**src/rtl/se15_pkg.sv**
```systemverilog
// Shared constants and types for the se15 scrambler/descrambler pair.
// Config addresses, reset defaults and the word/byte types used on both ends.
package se15_pkg;
    typedef logic [31:0] word_t;
    typedef logic [7:0]  byte_t;

    localparam logic [11:0] A_POLY = 12'h000;
    localparam logic [11:0] A_SEED = 12'h004;
    localparam logic [11:0] A_MASK = 12'h008;

    localparam word_t DEF_POLY = 32'h80200003;
    localparam word_t DEF_SEED = 32'hFFFFFFFF;
    localparam word_t DEF_MASK = 32'h000000FF;
endpackage

```
**src/rtl/se15_lfsr_step8.sv**
```systemverilog
// Advances a Galois LFSR eight steps and returns the eight output bits as a keystream byte.
// Purely combinational (zero latency), no flow control.
module se15_lfsr_step8
    import se15_pkg::*;
(
    input  word_t state,
    input  word_t poly,
    output word_t next_state,
    output byte_t ks
);
    word_t s;

    always_comb begin
        s  = state;
        ks = '0;
        for (int i = 0; i < 8; i++) begin
            ks[i] = s[0];
            s     = s >> 1;
            if (ks[i]) s = s ^ poly;
        end
        next_state = s;
    end
endmodule

```
**src/rtl/se15_descrambler.sv**
```systemverilog
// Recovers the data byte from each se15 scrambled word: 3-cycle latency, one word per clock,
// no backpressure (every pushin yields exactly one pushout three edges later).
module se15_descrambler
    import se15_pkg::*;
#(
    parameter int    WIN      = 32,
    parameter int    WOUT     = 8,
    parameter int    AW       = 12,
    parameter word_t RST_POLY = DEF_POLY,
    parameter word_t RST_SEED = DEF_SEED,
    parameter word_t RST_MASK = DEF_MASK
) (
    input  logic            clk,
    input  logic            rst,
    input  logic            write,
    input  logic [AW-1:0]   addr,
    input  logic [31:0]     lfsrdin,
    input  logic            pushin,
    input  logic [WIN-1:0]  datain,
    output logic            pushout,
    output logic [WOUT-1:0] dataout
);
    word_t poly_q, lfsr_q, mask_q;
    word_t lfsr_nxt;
    byte_t ks;

    logic  s1_vld;
    word_t s1_word, s1_mask;
    byte_t s1_ks;

    logic  s2_vld;
    byte_t s2_ext, s2_ks;

    byte_t      ext;
    logic [3:0] sel_cnt;

    logic wr_poly, wr_seed, wr_mask;
    assign wr_poly = write && (addr == AW'(A_POLY));
    assign wr_seed = write && (addr == AW'(A_SEED));
    assign wr_mask = write && (addr == AW'(A_MASK));

    se15_lfsr_step8 u_step (
        .state      (lfsr_q),
        .poly       (poly_q),
        .next_state (lfsr_nxt),
        .ks         (ks)
    );

    // Walk the staged mask from the LSB; the k-th set bit feeds ext[k], stopping after eight.
    always_comb begin
        ext     = '0;
        sel_cnt = '0;
        for (int i = 0; i < WIN; i++) begin
            if (s1_mask[i] && (sel_cnt < 4'd8)) begin
                ext[sel_cnt[2:0]] = s1_word[i];
                sel_cnt           = sel_cnt + 4'd1;
            end
        end
    end

    always_ff @(posedge clk) begin
        if (!rst) begin
            poly_q  <= RST_POLY;
            lfsr_q  <= RST_SEED;
            mask_q  <= RST_MASK;
            s1_vld  <= 1'b0;
            s1_word <= '0;
            s1_mask <= '0;
            s1_ks   <= '0;
            s2_vld  <= 1'b0;
            s2_ext  <= '0;
            s2_ks   <= '0;
            pushout <= 1'b0;
            dataout <= '0;
        end else begin
            if (wr_poly) poly_q <= lfsrdin;
            if (wr_mask) mask_q <= lfsrdin;
            // A seed write overrides the advance; a word pushed alongside it already used the old state.
            if (wr_seed)     lfsr_q <= lfsrdin;
            else if (pushin) lfsr_q <= lfsr_nxt;

            s1_vld <= pushin;
            if (pushin) begin
                s1_word <= datain;
                s1_mask <= mask_q;
                s1_ks   <= ks;
            end

            s2_vld <= s1_vld;
            if (s1_vld) begin
                s2_ext <= ext;
                s2_ks  <= s1_ks;
            end

            pushout <= s2_vld;
            if (s2_vld) dataout <= s2_ext ^ s2_ks;
        end
    end
endmodule

```
**config.mk**
```make
export PLATFORM = sky130hd
export DESIGN_NAME = se15_descrambler
export DESIGN_NICKNAME = d
export VERILOG_FILES = /design/src/rtl/se15_pkg.sv /design/src/rtl/se15_lfsr_step8.sv /design/src/rtl/se15_descrambler.sv
export SDC_FILE = /design/constraint.sdc
export NUM_CORES = 1
export LEC_CHECK = 0
export ABC_CLOCK_PERIOD_IN_PS = 25900
export CORE_ASPECT_RATIO = 0.7
export CORE_UTILIZATION = 60
export CTS_CLUSTER_DIAMETER = 120
export DETAILED_ROUTE_END_ITERATION = 8
export PLACE_DENSITY_LB_ADDON = 0.3
export SYNTH_ARGS = -nofsm -noshare
export SYNTH_HDL_FRONTEND = slang
export SYNTH_SLANG_ARGS = --single-unit
```
**constraint.sdc**
```tcl
create_clock -name clk -period 25.9 [get_ports clk]
set_clock_uncertainty 0.2 [all_clocks]
set_input_delay 2.59 -clock clk [delete_from_list [all_inputs] [get_ports clk]]
set_output_delay 2.59 -clock clk [all_outputs]
set_load 0.1 [all_outputs]
```
==> reports/results.ini, run 1 <==
[run_status]
outcome = complete, but fails checks
violations = design-rule violations

[route]
drt-pass1-iter-count = 8
wl_mm = 58.0
avgViaCountPerCell = 6.39
drc = 1
avgRoutedWirePerCell_um = 18.8
num_vias = 19800
drt_iter0_drc = 2300
ant_nets = 0

[timing]
relSlewSlack_pct = 25.5
hold_viol = 0
setup_slack_ps = 1350
min_period_over_period_pct = 94.8
setup_violations = 0
setup_tns_ps = 0
max_freq_mhz = 40.7
hold_slack_ps = 270
rsz0062_at_grt = no
layout_min_cycle_time_ps = 24550
tightest_slew_ps = 1110
slew_violations = 0

[global_routing]
overflow = 0
grt_pass1_vias = 17900
antenna_found_initial = 1
grt_pass1_wl_mm = 93.1
grt_max_degree = 116
track_usage_pct = 33.5

[placement]
gp_congestion = 0.993
hpwl_mm = 42.8
dp_cells = 3057
post-place-ws_ps = 657
numPortBuffers = 88
placed_area_mm2 = 0.0209

[yosys]
async_flop_share_pct = 0
yosysUniqueCellTypes = 119
synth.cell_area_mm2 = 0.0200
ys_seq_area_share_pct = 19.5
ys_dominant_reg_cell = dfxtp_1
synth_seq_cells = 195
syn_inst = 2708
synth_warnings = 0
synth-edff-count = 0
syn_nets = 2819
avgSynthCellArea_um2 = 7.40

[worst_setup_path]
required_ps = 26090
critPathCaptureType = flip-flop
rr_worst_depth = 93
cp_data_arrival_time_ps = 24740
critPathMaxStageDelay_ps = 740
reg2reg_from = s1_mask[0]
r2r_setup_slack_ps = 1350
crit_type = reg2reg
slowest_stage = fa_2
crit_fanout = 13
r2r-end = s2_ext[2]
cpMostUsedCell = ha_1
start_kind = flip-flop

[finish]
multi_input_area_mm2 = 0.0153
area_growth_pct = 7.90
seq_area_mm2 = 0.00391
num-fill-cells = 2720
antennaDiodeCount = 0
drive_gt1_share_pct = 7.81
stdcell_area_mm2 = 0.0216
fin_util_pct = 66.4
final_nets = 2762
final_cells = 3091

[pwr]
swShare_pct = 49.5
p_clk_share_pct = 16.6
power_density_mw_per_mm2 = 78.0
power.total_mw = 1.69
vdd_drop_max_mv = 0.115
p_comb_share_pct = 63.1
p_switching_uw = 834
pwr-share-seq_pct = 20.3
p_int_uw = 852
p_leak_nw = 7.73

[cts]
path_clk_slew_ps = 80
cts_inserted_buffers = 17
cts_sinks = 195
cts_buffer_depth = 2
clock_latency_ps = 450
root_buffer = clkbuf_16
cts_tree = done
cts-htree-levels = 4

[floorplanning]
std_cell_rows = 55
core_mm2 = 0.0326
die_x_um = 220
die_h_um = 155
die_area_mm2 = 0.0341
start_util_pct = 61.6
num_io_pins = 89

[min_path]
worstHoldPathType = reg2reg
whs_path_depth = 2
hold_start = mask_q[24]
min_to = mask_q[24]

[job]
drv_cap = 0

## flip-flops by register name, summed over array words and instances, names as in the netlist
name	count
lfsr_q	32
mask_q	32
poly_q	32
s1_mask	32
s1_word	32
dataout	8
s1_ks	8
s2_ext	8
s2_ks	8
pushout	1
s1_vld	1
s2_vld	1
## worst max-delay path by stage
stage,from,endpoint,depth (start not counted)
6_report,s1_mask[0],s2_ext[2],93
2_1_floorplan,s1_mask[0],s2_ext[2],96
3_3_place_gp,s1_mask[2],s2_ext[2],92
3_5_place_dp,s1_mask[2],s2_ext[2],91
4_1_cts,s1_mask[2],s2_ext[2],91
5_1_grt,s1_mask[0],s2_ext[2],93
## power groups by stage
stage | logic (mW) | clock network [mW] | registers [mW]
6_report | 1.06 | 0.280 | 0.343
2_1_floorplan | 0.794 | 0 | 0.344
3_5_place_dp | 1.02 | 0 | 0.349
4_1_cts | 1.03 | 0.284 | 0.342
5_1_grt | 1.15 | 0.295 | 0.345
3_3_place_gp | 1.01 | 0 | 0.348
## final cells by class
cell class,instances,area share (%)
multi-input cells,2259,70.6
flip-flops and latches,195,18.1
repair buffers,109,4.80
well taps,427,2.47
clock buffers,18,1.99
inverters,69,1.20
clock inverters,14,0.839
## synth_stat cells (all sizes together) (14+ instances only)
master | n | area share, %
o311ai | 14 | 0.61
nor2 | 127 | 2.4
nand3 | 92 | 2.3
nor3 | 75 | 1.9
xnor3 | 14 | 1.6
o211ai | 26 | 0.97
and3 | 25 | 0.81
and2 | 20 | 0.62
buf | 42 | 1.1
ha | 30 | 1.9
mux2i | 184 | 9.2
a211oi | 22 | 1.0
nand4 | 42 | 1.3
a211o | 15 | 0.66
clkbuf | 144 | 2.7
o21ai | 104 | 2.7
a31oi | 30 | 0.97
a21boi | 58 | 2.2
xnor2 | 279 | 12
nor4 | 27 | 0.94
mux2 | 53 | 3.0
a21oi | 54 | 1.4
dfxtp | 195 | 19
nor2b | 90 | 2.8
xor2 | 17 | 0.84
nand2 | 594 | 11
inv | 67 | 1.3
o211a | 14 | 0.74
or3 | 24 | 0.77
## metal layers
layer / GRT usage [%] / vias up / part of all wire, %
met3: 6.76 / 100 / 10
met4: 8.67 / 2 / 1.9
met1: 51.1 / 9258 / 47
li1: - / 9428 / -
met2: 46.9 / 974 / 41
met5: 0 / - / 0.029
## cell usage in the layout (no fill, tap or decap), drive strengths merged, types with 11 or more instances in the layout
cell           instances
a211o                 15
a211oi                22
a21boi                58
a21o                  11
a21oi                 54
a31oi                 30
and2                  20
and3                  25
buf                   23
clkbuf                18
clkdlybuf4s50         86
dfxtp                195
ha                    30
inv                   74
mux2                  53
mux2i                184
nand2                594
nand2b                11
nand3                 92
nand4                 42
nor2                 127
nor2b                 90
nor3                  75
nor4                  27
o211a                 14
o211ai                26
o21ai                104
o311ai                14
o31a                  12
o31ai                 13
or3                   24
xnor2                279
xnor3                 14
xor2                  17
## critical path, delay by kind of cell (launching register included)
kind,cells,cell delay [ps]
fa+ha+maj,27,8810
simple gates,23,5270
flops,1,410
mux,12,3660
buf+inv,17,2460
compound gates,14,3650
## repair_timing
item / 4_1_cts / 5_1_grt
gates resized for setup: 0 / 21
setup buffers: 0 / 1
hold buffers: 0 / 0
endpoints found under the setup margin: 0 / 8
## logic make-up after synthesis
logic type | Yosys count | synth area share, %
AND/OR/NAND/NOR | 1184 | 27.8
AO/OA/AOI/OAI | 495 | 18.5
XOR/XNOR | 311 | 15.0
buffers and inverters | 255 | 5.11
multiplexers | 237 | 12.2
flip-flops | 195 | 19.5
adder cells (fa/ha/maj) | 31 | 1.97
Power figures use the tool's default switching activity.
==> run 2, diff against run 1 <==
--- a/config.mk
+++ b/config.mk
@@ -10,7 +10,7 @@
 export CORE_UTILIZATION = 60
 export CTS_CLUSTER_DIAMETER = 120
 export DETAILED_ROUTE_END_ITERATION = 8
-export PLACE_DENSITY_LB_ADDON = 0.3
+export PLACE_DENSITY = 0.82
 export SYNTH_ARGS = -nofsm -noshare
 export SYNTH_HDL_FRONTEND = slang
 export SYNTH_SLANG_ARGS = --single-unit
==> run 2 against run 1 <==
The flow still finishes with violations (design-rule violations). Non-clock buffer count shrank 1. Global-route usage grew 0.64 points. Critical path depth grew 1. Critical endpoint unchanged. Combinational power about the same. Clock-buffer cell count shrank 1. Clock power is 2% lower. Cell count barely moved. Fmax increased by 0.92%. Flip-flop and latch count unchanged. Power fell by 0.63%. Worst hold slack got worse by 4.2 ps. Wire length up 0.56%.
==> reports/results.ini, run 2 (same netlist as run 1, synthesis figures left out) <==
[run_status]
outcome = complete, but fails checks
violations = design-rule violations

[route]
wl_mm = 58.3  ; +0.56%
drt-pass1-iter-count = 9  ; +1
drt_iter0_drc = 2479  ; +7.8%
avgRoutedWirePerCell_um = 18.9  ; +0.66%
avgViaCountPerCell = 6.44  ; +0.77%
drc = 1  ; unchanged
ant_nets = 0  ; unchanged
num_vias = 19900  ; +0.67%

[worst_setup_path]
crit_fanout = 13  ; unchanged
critPathMaxStageDelay_ps = 740  ; about the same
crit_type = reg2reg
slowest_stage = fa_2
rr_worst_depth = 94  ; +1.1%
required_ps = 26080  ; about the same
critPathCaptureType = flip-flop
cpMostUsedCell = ha_1
cp_data_arrival_time_ps = 24510  ; -230 ps
start_kind = flip-flop

[min_path]
whs_path_depth = 2  ; unchanged
worstHoldPathType = reg2reg

[cts]
root_buffer = clkbuf_16
path_clk_slew_ps = 90  ; about the same
cts_inserted_buffers = 17  ; unchanged
hold_buffers = 0  ; unchanged
cts_sinks = 195  ; unchanged
cts_buffer_depth = 2  ; unchanged
clock_latency_ps = 460  ; about the same
cts_tree = done
cts-htree-levels = 4  ; unchanged

[timing]
hold_viol = 0  ; unchanged
hold_slack_ps = 266  ; -4.20 ps
tightest_slew_ps = 1070  ; -39.6 ps
setup_slack_ps = 1570  ; +224 ps
relSlewSlack_pct = 28.6  ; +3.1 points
min_period_over_period_pct = 93.9  ; -0.87 points
setup_violations = 0  ; unchanged
rsz0062_at_grt = no
layout_min_cycle_time_ps = 24330  ; -224 ps
setup_tns_ps = 0  ; unchanged
slew_violations = 0  ; unchanged
max_freq_mhz = 41.1  ; +0.92%

[finish]
area_growth_pct = 7.63
seq_area_mm2 = 0.00391  ; unchanged
final_nets = 2760  ; -0.072%
num-fill-cells = 2710  ; -0.37%
drive_gt1_share_pct = 7.52  ; -0.29 points
final_common_cell = nand2_1
final_cell_mix = nand2_1, xnor2_1, dfxtp_1, mux2i_1, nor2_1
final_cells = 3088  ; -0.097%
antennaDiodeCount = 0  ; unchanged
multi_input_area_mm2 = 0.0152  ; -0.18%

[pwr]
p_clk_share_pct = 16.4  ; -0.2 points
power_density_mw_per_mm2 = 77.7  ; -0.38%
pwr-share-seq_pct = 20.5  ; +0.2 points
p_comb_share_pct = 63.1  ; about the same
p_switching_uw = 826  ; -0.96%
swShare_pct = 49.3  ; -0.16 points
vdd_drop_max_mv = 0.140  ; +22%
p_leak_nw = 7.72  ; -0.18%
p_int_uw = 849  ; -0.31%

[global_routing]
grt_pass1_vias = 17800  ; -0.74%
overflow = 0  ; unchanged
met3_usage_pct = 5.85  ; -0.92 points
use_met1_pct = 52.0  ; +0.87 points
use_met2_pct = 49.1  ; +2.2 points
track_usage_pct = 34.1  ; +0.64 points
grt_max_degree = 117  ; +0.86%
antenna_found_initial = 0  ; -1
gr-max-usage-layer = met1
grt_pass1_wl_mm = 94.4  ; +1.4%

[floorplanning]
start_util_pct = 61.6  ; unchanged
core_mm2 = 0.0326  ; unchanged
die_x_um = 220  ; unchanged
die_h_um = 155  ; unchanged
num_io_pins = 89  ; unchanged
std_cell_rows = 55  ; unchanged
die_area_mm2 = 0.0341  ; unchanged

[placement]
dp_cells = 3056  ; -0.033%
hpwl_mm = 43.3  ; +1.2%
gp_congestion = 1.01  ; +2.2%
post-place-ws_ps = 829  ; +172 ps
numPortBuffers = 88  ; unchanged

[job]
drv_cap = 0  ; unchanged

==> run 2: what timing repair did <==
item                       in CTS  in global routing
buffers inserted                0                  1
setup endpoints to repair       0                  8
gates resized for setup         0                 16
==> run 2: per-layer routing <==
| layer | vias to the layer above | part of all wire (%) |
|---|---|---|
| li1 | 9434 | - |
| met1 | 9389 | 48 |
| met2 | 988 | 41 |
| met3 | 84 | 9.4 |
| met4 | 0 | 1.7 |
| met5 | - | 0 |
==> run 2: final cells by class <==
type / count / area share, %
Tap cell: 427 / 2.48
Timing Repair Buffer: 108 / 4.78
Clock buffer: 17 / 1.97
Multi-Input combinational cell: 2258 / 70.7
Inverter: 69 / 1.20
Clock inverter: 14 / 0.766
Sequential cell: 195 / 18.1
==> run 2: final timing paths <==
path / startpoint / to / slack, ps
max reg2reg: s1_mask[0] / s2_ext[2] / 1570
max: s1_mask[0] / s2_ext[2] / 1570
min reg2reg: mask_q[30] / mask_q[30] / 270
min: mask_q[30] / mask_q[30] / 270
==> run 2: per-stage QoR <==
stage	util, %	cell area (µm²)	total power, mW
CTS	66.0	21500	1.65
detailed placement	64.2	20900	1.37
global placement	64.2	20900	1.35
floorplan	-	20000	1.14
finish	66.2	21600	1.68
global route	66.2	21600	1.78
==> run 2: worst max-delay path: cells and delay by family, from the launching register on <==
kind | cells | cell delay, ps
mux | 12 | 3630
fa+ha+maj | 27 | 8850
simple gates | 23 | 5240
flops | 1 | 420
buf+inv | 18 | 2520
compound gates | 14 | 3320
==> run 2: power groups by stage <==
stage / Sequential (mW) / Combinational [mW] / Clock [mW]
after floorplan: 0.344 / 0.794 / 0
after global placement: 0.349 / 1.00 / 0
after detailed placement: 0.350 / 1.02 / 0
after CTS: 0.343 / 1.03 / 0.276
after global routing: 0.346 / 1.15 / 0.288
final: 0.344 / 1.06 / 0.274
